### config.mk
export PLATFORM = sky130hd
export DESIGN_NAME = mmio_timer_flat
export DESIGN_NICKNAME = d
export VERILOG_FILES = /design/src/rtl/mmio_timer_if.sv /design/src/rtl/mmio_timer.sv /design/src/flat_wrapper.sv
export SDC_FILE = /design/constraint.sdc
export NUM_CORES = 1
export LEC_CHECK = 0
export CAP_MARGIN = 15
export CORE_UTILIZATION = 57
export CTS_CLUSTER_SIZE = 30
export DETAILED_ROUTE_END_ITERATION = 10
export GPL_TIMING_DRIVEN = 0
export PLACE_DENSITY = 0.95
export SLEW_MARGIN = 20
export SYNTH_ARGS = -nofsm -noshare
export SYNTH_HDL_FRONTEND = slang
export SYNTH_SLANG_ARGS = --single-unit
### constraint.sdc
create_clock -name clk -period 5.7 [get_ports clk]
set_clock_uncertainty 0.1 [all_clocks]
set_input_delay 1.14 -clock clk [delete_from_list [all_inputs] [get_ports clk]]
set_output_delay 1.14 -clock clk [all_outputs]
set_load 0.01 [all_outputs]
### src/rtl/mmio_timer_if.sv
// rtl/mmio_timer_if.sv - processor data-memory port bundle for the mmio_timer responder
interface mmio_timer_if;
    logic        we;
    logic [31:0] a;
    logic [31:0] wd;
    logic [31:0] rd;
    logic        hit;

    modport master (
        output we,
        output a,
        output wd,
        input  rd,
        input  hit
    );

    modport slave (
        input  we,
        input  a,
        input  wd,
        output rd,
        output hit
    );
endinterface

### src/rtl/mmio_timer.sv
// rtl/mmio_timer.sv - memory-mapped prescaled timer with compare match (optional irq via TIMER_IRQ_EN)
module mmio_timer #(
    parameter logic [31:0] BASE_ADDR = 32'h0000_0100,
    parameter int          PS_W      = 8
) (
    input  logic          clk,
    input  logic          reset,
    mmio_timer_if.slave   bus
`ifdef TIMER_IRQ_EN
    ,
    output logic          irq
`endif
);

    localparam logic [1:0] OFF_CTRL    = 2'd0;
    localparam logic [1:0] OFF_COUNT   = 2'd1;
    localparam logic [1:0] OFF_COMPARE = 2'd2;
    localparam logic [1:0] OFF_STATUS  = 2'd3;

    // Register state
    logic            ctrl_en;
    logic            ctrl_ar;
    logic            ctrl_ie;
    logic [PS_W-1:0] ctrl_ps;
    logic [31:0]     count;
    logic [31:0]     compare;
    logic            match;
    logic [PS_W-1:0] pcnt;

    // Decode
    logic       hit;
    logic [1:0] off;
    logic       wr;
    logic       wr_ctrl;
    logic       wr_count;
    logic       wr_compare;
    logic       wr_status;
    logic       tick;
    logic       at_compare;
    logic       match_set;
    logic       match_clr;

    assign hit        = (bus.a[31:4] == BASE_ADDR[31:4]);
    assign off        = bus.a[3:2];
    assign wr         = bus.we && hit;
    assign wr_ctrl    = wr && (off == OFF_CTRL);
    assign wr_count   = wr && (off == OFF_COUNT);
    assign wr_compare = wr && (off == OFF_COMPARE);
    assign wr_status  = wr && (off == OFF_STATUS);

    // A tick fires on the last cycle of each PS+1 cycle prescaler period.
    assign tick       = ctrl_en && (pcnt == ctrl_ps);
    assign at_compare = (count == compare);
    // A COUNT write in the same cycle suppresses match evaluation entirely.
    assign match_set  = tick && !wr_count && at_compare;
    assign match_clr  = wr_status && bus.wd[0];

    // Low address bits and unmapped data bits are architecturally ignored.
    logic unused_bits;
    assign unused_bits = ^{bus.a[1:0], bus.wd};

    // CTRL register; the irq-enable bit only exists when the irq output does.
    always_ff @(posedge clk or posedge reset) begin
        if (reset) begin
            ctrl_en <= 1'b0;
            ctrl_ar <= 1'b0;
            ctrl_ps <= '0;
        end else if (wr_ctrl) begin
            ctrl_en <= bus.wd[0];
            ctrl_ar <= bus.wd[1];
            ctrl_ps <= bus.wd[8 +: PS_W];
        end
    end

`ifdef TIMER_IRQ_EN
    // IRQ_ENA storage.
    always_ff @(posedge clk or posedge reset) begin
        if (reset) begin
            ctrl_ie <= 1'b0;
        end else if (wr_ctrl) begin
            ctrl_ie <= bus.wd[2];
        end
    end

    // irq is a registered copy of MATCH & IRQ_ENA, lagging by one cycle.
    always_ff @(posedge clk or posedge reset) begin
        if (reset) begin
            irq <= 1'b0;
        end else begin
            irq <= match && ctrl_ie;
        end
    end
`else
    assign ctrl_ie = 1'b0;
`endif

    // Prescaler: held at zero while disabled, restarted by any CTRL write.
    always_ff @(posedge clk or posedge reset) begin
        if (reset) begin
            pcnt <= '0;
        end else if (wr_ctrl || !ctrl_en || tick) begin
            pcnt <= '0;
        end else begin
            pcnt <= pcnt + 1'b1;
        end
    end

    // COUNT: software write has priority over a tick; auto-reload on match.
    always_ff @(posedge clk or posedge reset) begin
        if (reset) begin
            count <= '0;
        end else if (wr_count) begin
            count <= bus.wd;
        end else if (tick) begin
            if (at_compare && ctrl_ar) begin
                count <= '0;
            end else begin
                count <= count + 32'd1;
            end
        end
    end

    // COMPARE: plain read/write; a same-cycle tick still sees the old value.
    always_ff @(posedge clk or posedge reset) begin
        if (reset) begin
            compare <= 32'hFFFF_FFFF;
        end else if (wr_compare) begin
            compare <= bus.wd;
        end
    end

    // MATCH: sticky; a new match beats a coincident write-1-to-clear.
    always_ff @(posedge clk or posedge reset) begin
        if (reset) begin
            match <= 1'b0;
        end else if (match_set) begin
            match <= 1'b1;
        end else if (match_clr) begin
            match <= 1'b0;
        end
    end

    // Combinational read mux, zero outside the window.
    always_comb begin
        logic [31:0] ctrl_rd;
        ctrl_rd            = '0;
        ctrl_rd[0]         = ctrl_en;
        ctrl_rd[1]         = ctrl_ar;
        ctrl_rd[2]         = ctrl_ie;
        ctrl_rd[8 +: PS_W] = ctrl_ps;
        bus.rd             = '0;
        if (hit) begin
            case (off)
                OFF_CTRL:    bus.rd = ctrl_rd;
                OFF_COUNT:   bus.rd = count;
                OFF_COMPARE: bus.rd = compare;
                OFF_STATUS:  bus.rd = {31'd0, match};
                default:     bus.rd = '0;
            endcase
        end
    end

    assign bus.hit = hit;

endmodule

### src/flat_wrapper.sv
// flat-port wrapper written by rule: the top's interface ports become plain ports
module mmio_timer_flat 
#(
    parameter logic [31:0] BASE_ADDR = 32'h0000_0100,
    parameter int          PS_W      = 8
)
  (clk, reset, bus_we, bus_a, bus_wd, bus_rd, bus_hit);
  mmio_timer_if bus_i ();
  input  logic clk;
  input  logic reset;
  input wire logic [$bits(bus_i.we)-1:0] bus_we;
  input wire logic [$bits(bus_i.a)-1:0] bus_a;
  input wire logic [$bits(bus_i.wd)-1:0] bus_wd;
  output wire logic [$bits(bus_i.rd)-1:0] bus_rd;
  output wire logic [$bits(bus_i.hit)-1:0] bus_hit;
  assign bus_i.we = bus_we;
  assign bus_i.a = bus_a;
  assign bus_i.wd = bus_wd;
  assign bus_rd = bus_i.rd;
  assign bus_hit = bus_i.hit;
  mmio_timer #(.BASE_ADDR(BASE_ADDR), .PS_W(PS_W)) u_core (.clk(clk), .reset(reset), .bus(bus_i));
endmodule
==> results of run 1 <==
## path summary, 6_finish.rpt
path,endpoint,slack [ns]
worst max-delay path,bus_rd[2],0.80
worst min-delay path,u_core.match,0.44
worst max register to register,u_core.count[8],2.68
worst min register to register,u_core.match,0.44
max in group asynchronous,u_core.compare[18],3.78
min in group asynchronous,u_core.ctrl_ps[0],1.05
## state kept, by name (all words and copies together), names as in the netlist
name and count:
u_core.ctrl_ps 8, u_core.match 1, u_core.pcnt 8, u_core.ctrl_ar 1
u_core.ctrl_en 1, u_core.count 32, u_core.compare 32
## report_power, final
part / internal (uW) / switching [uW]
Clock: 292 / 233
Sequential: 590 / 0.000213
Combinational: 50.3 / 43.8
## layout by cell type (no fill, tap or decap), types with 8 or more instances in the layout
master	count
nor2_1	83
mux2i_1	9
and2_1	13
nand3_1	26
dfrtp_1	51
clkbuf_1	26
nor4_1	13
xnor2_1	41
a22oi_1	22
and3_1	8
dfstp_2	32
a21oi_1	51
mux2_2	41
clkdlybuf4s50_1	97
nor3_1	15
o21ai_0	19
nand4_1	21
clkbuf_8	11
nand2_1	30
a31oi_1	10
## final cells by class
| type | count | area, sq um | share of cell area |
|---|---|---|---|
| buffer | 51 | 282 | 0.0415 |
| clock buffer | 10 | 128 | 0.0188 |
| clock inverter | 6 | 114 | 0.0168 |
| inverter | 6 | 25.0 | 0.00369 |
| multi-input combinational | 459 | 2990 | 0.440 |
| sequential | 83 | 2120 | 0.312 |
| tap | 111 | 139 | 0.0205 |
| timing repair buffer | 98 | 998 | 0.147 |
## critical path, stage by stage
cell and delay (ns):
clkdlybuf4s50_1 0.40, nor4b_1 0.32, nand4_1 0.18, or2_1 0.26, clkbuf_1 0.20, clkbuf_1 0.33
nor2_1 0.27, clkdlybuf4s50_1 0.58
## Yosys cell counts (7+ instances only)
cell,instances
nand3_1,26
a31oi_1,10
nand4_1,21
o21ai_0,19
and2_1,13
a21oi_1,51
dfrtp_1,51
buf_2,7
mux2_2,41
clkbuf_1,25
xnor2_1,41
a22oi_1,22
nand2_1,30
nor2_1,83
nor3_1,15
and3_1,8
mux2i_1,9
dfstp_2,32
nor4_1,13
## stage by stage
step / hold WS (ns) / worst slack, ns / std cells / util / instance area (sq um)
3_3_place_gp: 0.380 / 0.829 / 807 / 0.709 / 6520
4_1_cts: 0.443 / 0.834 / 824 / 0.738 / 6790
2_1_floorplan: 0.360 / 2.11 / 599 / - / 5410
6_report: 0.439 / 0.802 / 824 / 0.738 / 6790
5_1_grt: 0.468 / 0.672 / 824 / 0.738 / 6790
3_5_place_dp: 0.425 / 0.839 / 808 / 0.712 / 6550
## per-layer routing
layer,track usage,vias to the layer above,wire [um]
met5,0,-,0
met4,0.164,0,721
met3,0.0710,58,1740
met2,0.607,310,8170
met1,0.442,2516,6190
li1,-,2356,-
## cells by family (layout without fill, tap and decap cells)
group / count (synthesis) / in the layout / synth area share
and+or+nand+nor: 237 / 237 / 0.224
AOI/OAI and AO/OA: 122 / 122 / 0.140
xor gates and xnor gates: 46 / 46 / 0.0745
DFF: 83 / 83 / 0.391
adders and majority gates: 2 / 2 / 0.00463
muxes: 52 / 52 / 0.108
buffers and inverters: 57 / 171 / 0.0562
==> run_results.csv, run 1 <==
group,metric,value,unit
clock_network,clk_pin_slew,0.09,ns
floorplan,num_rows,35,
synthesis,syn_inst,599,
clock_network,cts_inserted_buffers,9,
synthesis,async_flop_share,1.00,
floorplan,io_pins,100,
place,place.gp.congestion,0.963,
floorplan,design.die.area,9880,sq um
detailed_routing,drc,0,
clock_network,cts.htree.levels,3,
worst_setup_path,critical_path.max_fanout,10,
worst_setup_path,end_kind,"output port",
power_and_ir_drop,pwr_density_cell,178,nW/um^2
synthesis,synthesis.nets,668,
worst_setup_path,required,4.46,ns
floorplan,die_y,99.4,um
layout,drive_above_1_share,0.185,
worst_setup_path,worstSetupPathType,"in2out",
clock_network,cts_tree,"done",
synthesis,synth_edf_count,0,
hold_path,worstHoldStart,"u_core.match",
detailed_routing,vias_per_cell,6.36,
global_routing,grtUsageTotal,0.358,
detailed_routing,drtIter0Drc,606,
sta,slew_violations,0,
hold_path,hold_class,"reg2reg",
floorplan,die_w,99.4,um
layout,fin_nets,777,
global_routing,grt_max_degree,50,
clock_network,cts_buffer_depth,2,
synthesis,avgSynthCellArea,9.03,sq um
power_and_ir_drop,p_total,1210,uW
synthesis,ys.flop_type,"dfrtp_1",
synthesis,synth.area.top_cells,"dfrtp_1, dfstp_2, mux2_2",
sta,min_period_over_period,0.859,
floorplan,start_util,0.588,
synthesis,synth_top_cell_area_share,0.236,
sta,rsz0062_at_grt,"false",
layout,fill_cells,713,
sta,max_slew_margin,0.313,
synthesis,ys_seq_elements,83,
sta,fmax,204,MHz
synthesis,yosysTopAreaCell,"dfrtp_1",
synthesis,yosysSeqAreaShare,0.391,
global_routing,grt_antenna_before_repair,0,
power_and_ir_drop,ir_drop,0.135,mV
clock_network,cts.hold.buffers_added,0,
place,portBuffers,97,
detailed_routing,drt_first_pass_iters,5,
sta,final-setup-viol-count,0,
sta,tns,0,ns
detailed_routing,ant_nets,0,
sta,finalHoldViolCount,0,
place,hpwl,12000,um
sta,tightest_slew,1.03,ns
worst_setup_path,worstSetupStartpoint,"bus_a[7]",
detailed_routing,drt-total-wl,16800,um
flow_run,max_cap_violations,0,
floorplan,core-area,9200,sq um
global_routing,grt_pass1_wl,26900,um
clock_network,cts.sinks,83,
layout,antenna_cells,0,
worst_setup_path,regToRegStartpoint,"u_core.count[11]",
worst_setup_path,critPathLaunchType,"input pin",
worst_setup_path,r2r_cells,8,
worst_setup_path,worst_ep_arrival_time,3.66,ns
clock_network,cts_setup_buffers,0,
layout,syn_to_final_growth,25.5,%
detailed_routing,routedWlPerCell,20.4,um
synthesis,yosys_warnings,0,
global_routing,overflow,0,
synthesis,yosysUniqueCellTypes,53,
outcome,status,"completed",
clock_network,root_buffer,"clkbuf_8",
power_and_ir_drop,p_leak,0.00275,uW
sta,min_period,4.90,ns
hold_path,worstHoldPathCells,2,
global_routing,grt_pass1_vias,5248,
clock_network,worstSkewPairLatency,0.37,ns
detailed_routing,vias,5240,
synthesis,syn_area,5410,sq um
clock_network,cts_resized,0,
(Power assumes the default switching activity.)
==> run 2: changes to the inputs <==
--- a/config.mk
+++ b/config.mk
@@ -5,6 +5,7 @@
 export SDC_FILE = /design/constraint.sdc
 export NUM_CORES = 1
 export LEC_CHECK = 0
+export ABC_CLOCK_PERIOD_IN_PS = 5700
 export CAP_MARGIN = 15
 export CORE_UTILIZATION = 57
 export CTS_CLUSTER_SIZE = 30
==> results of run 2 <==
The final DEF is identical to that of run 1; final timing and power are the same.
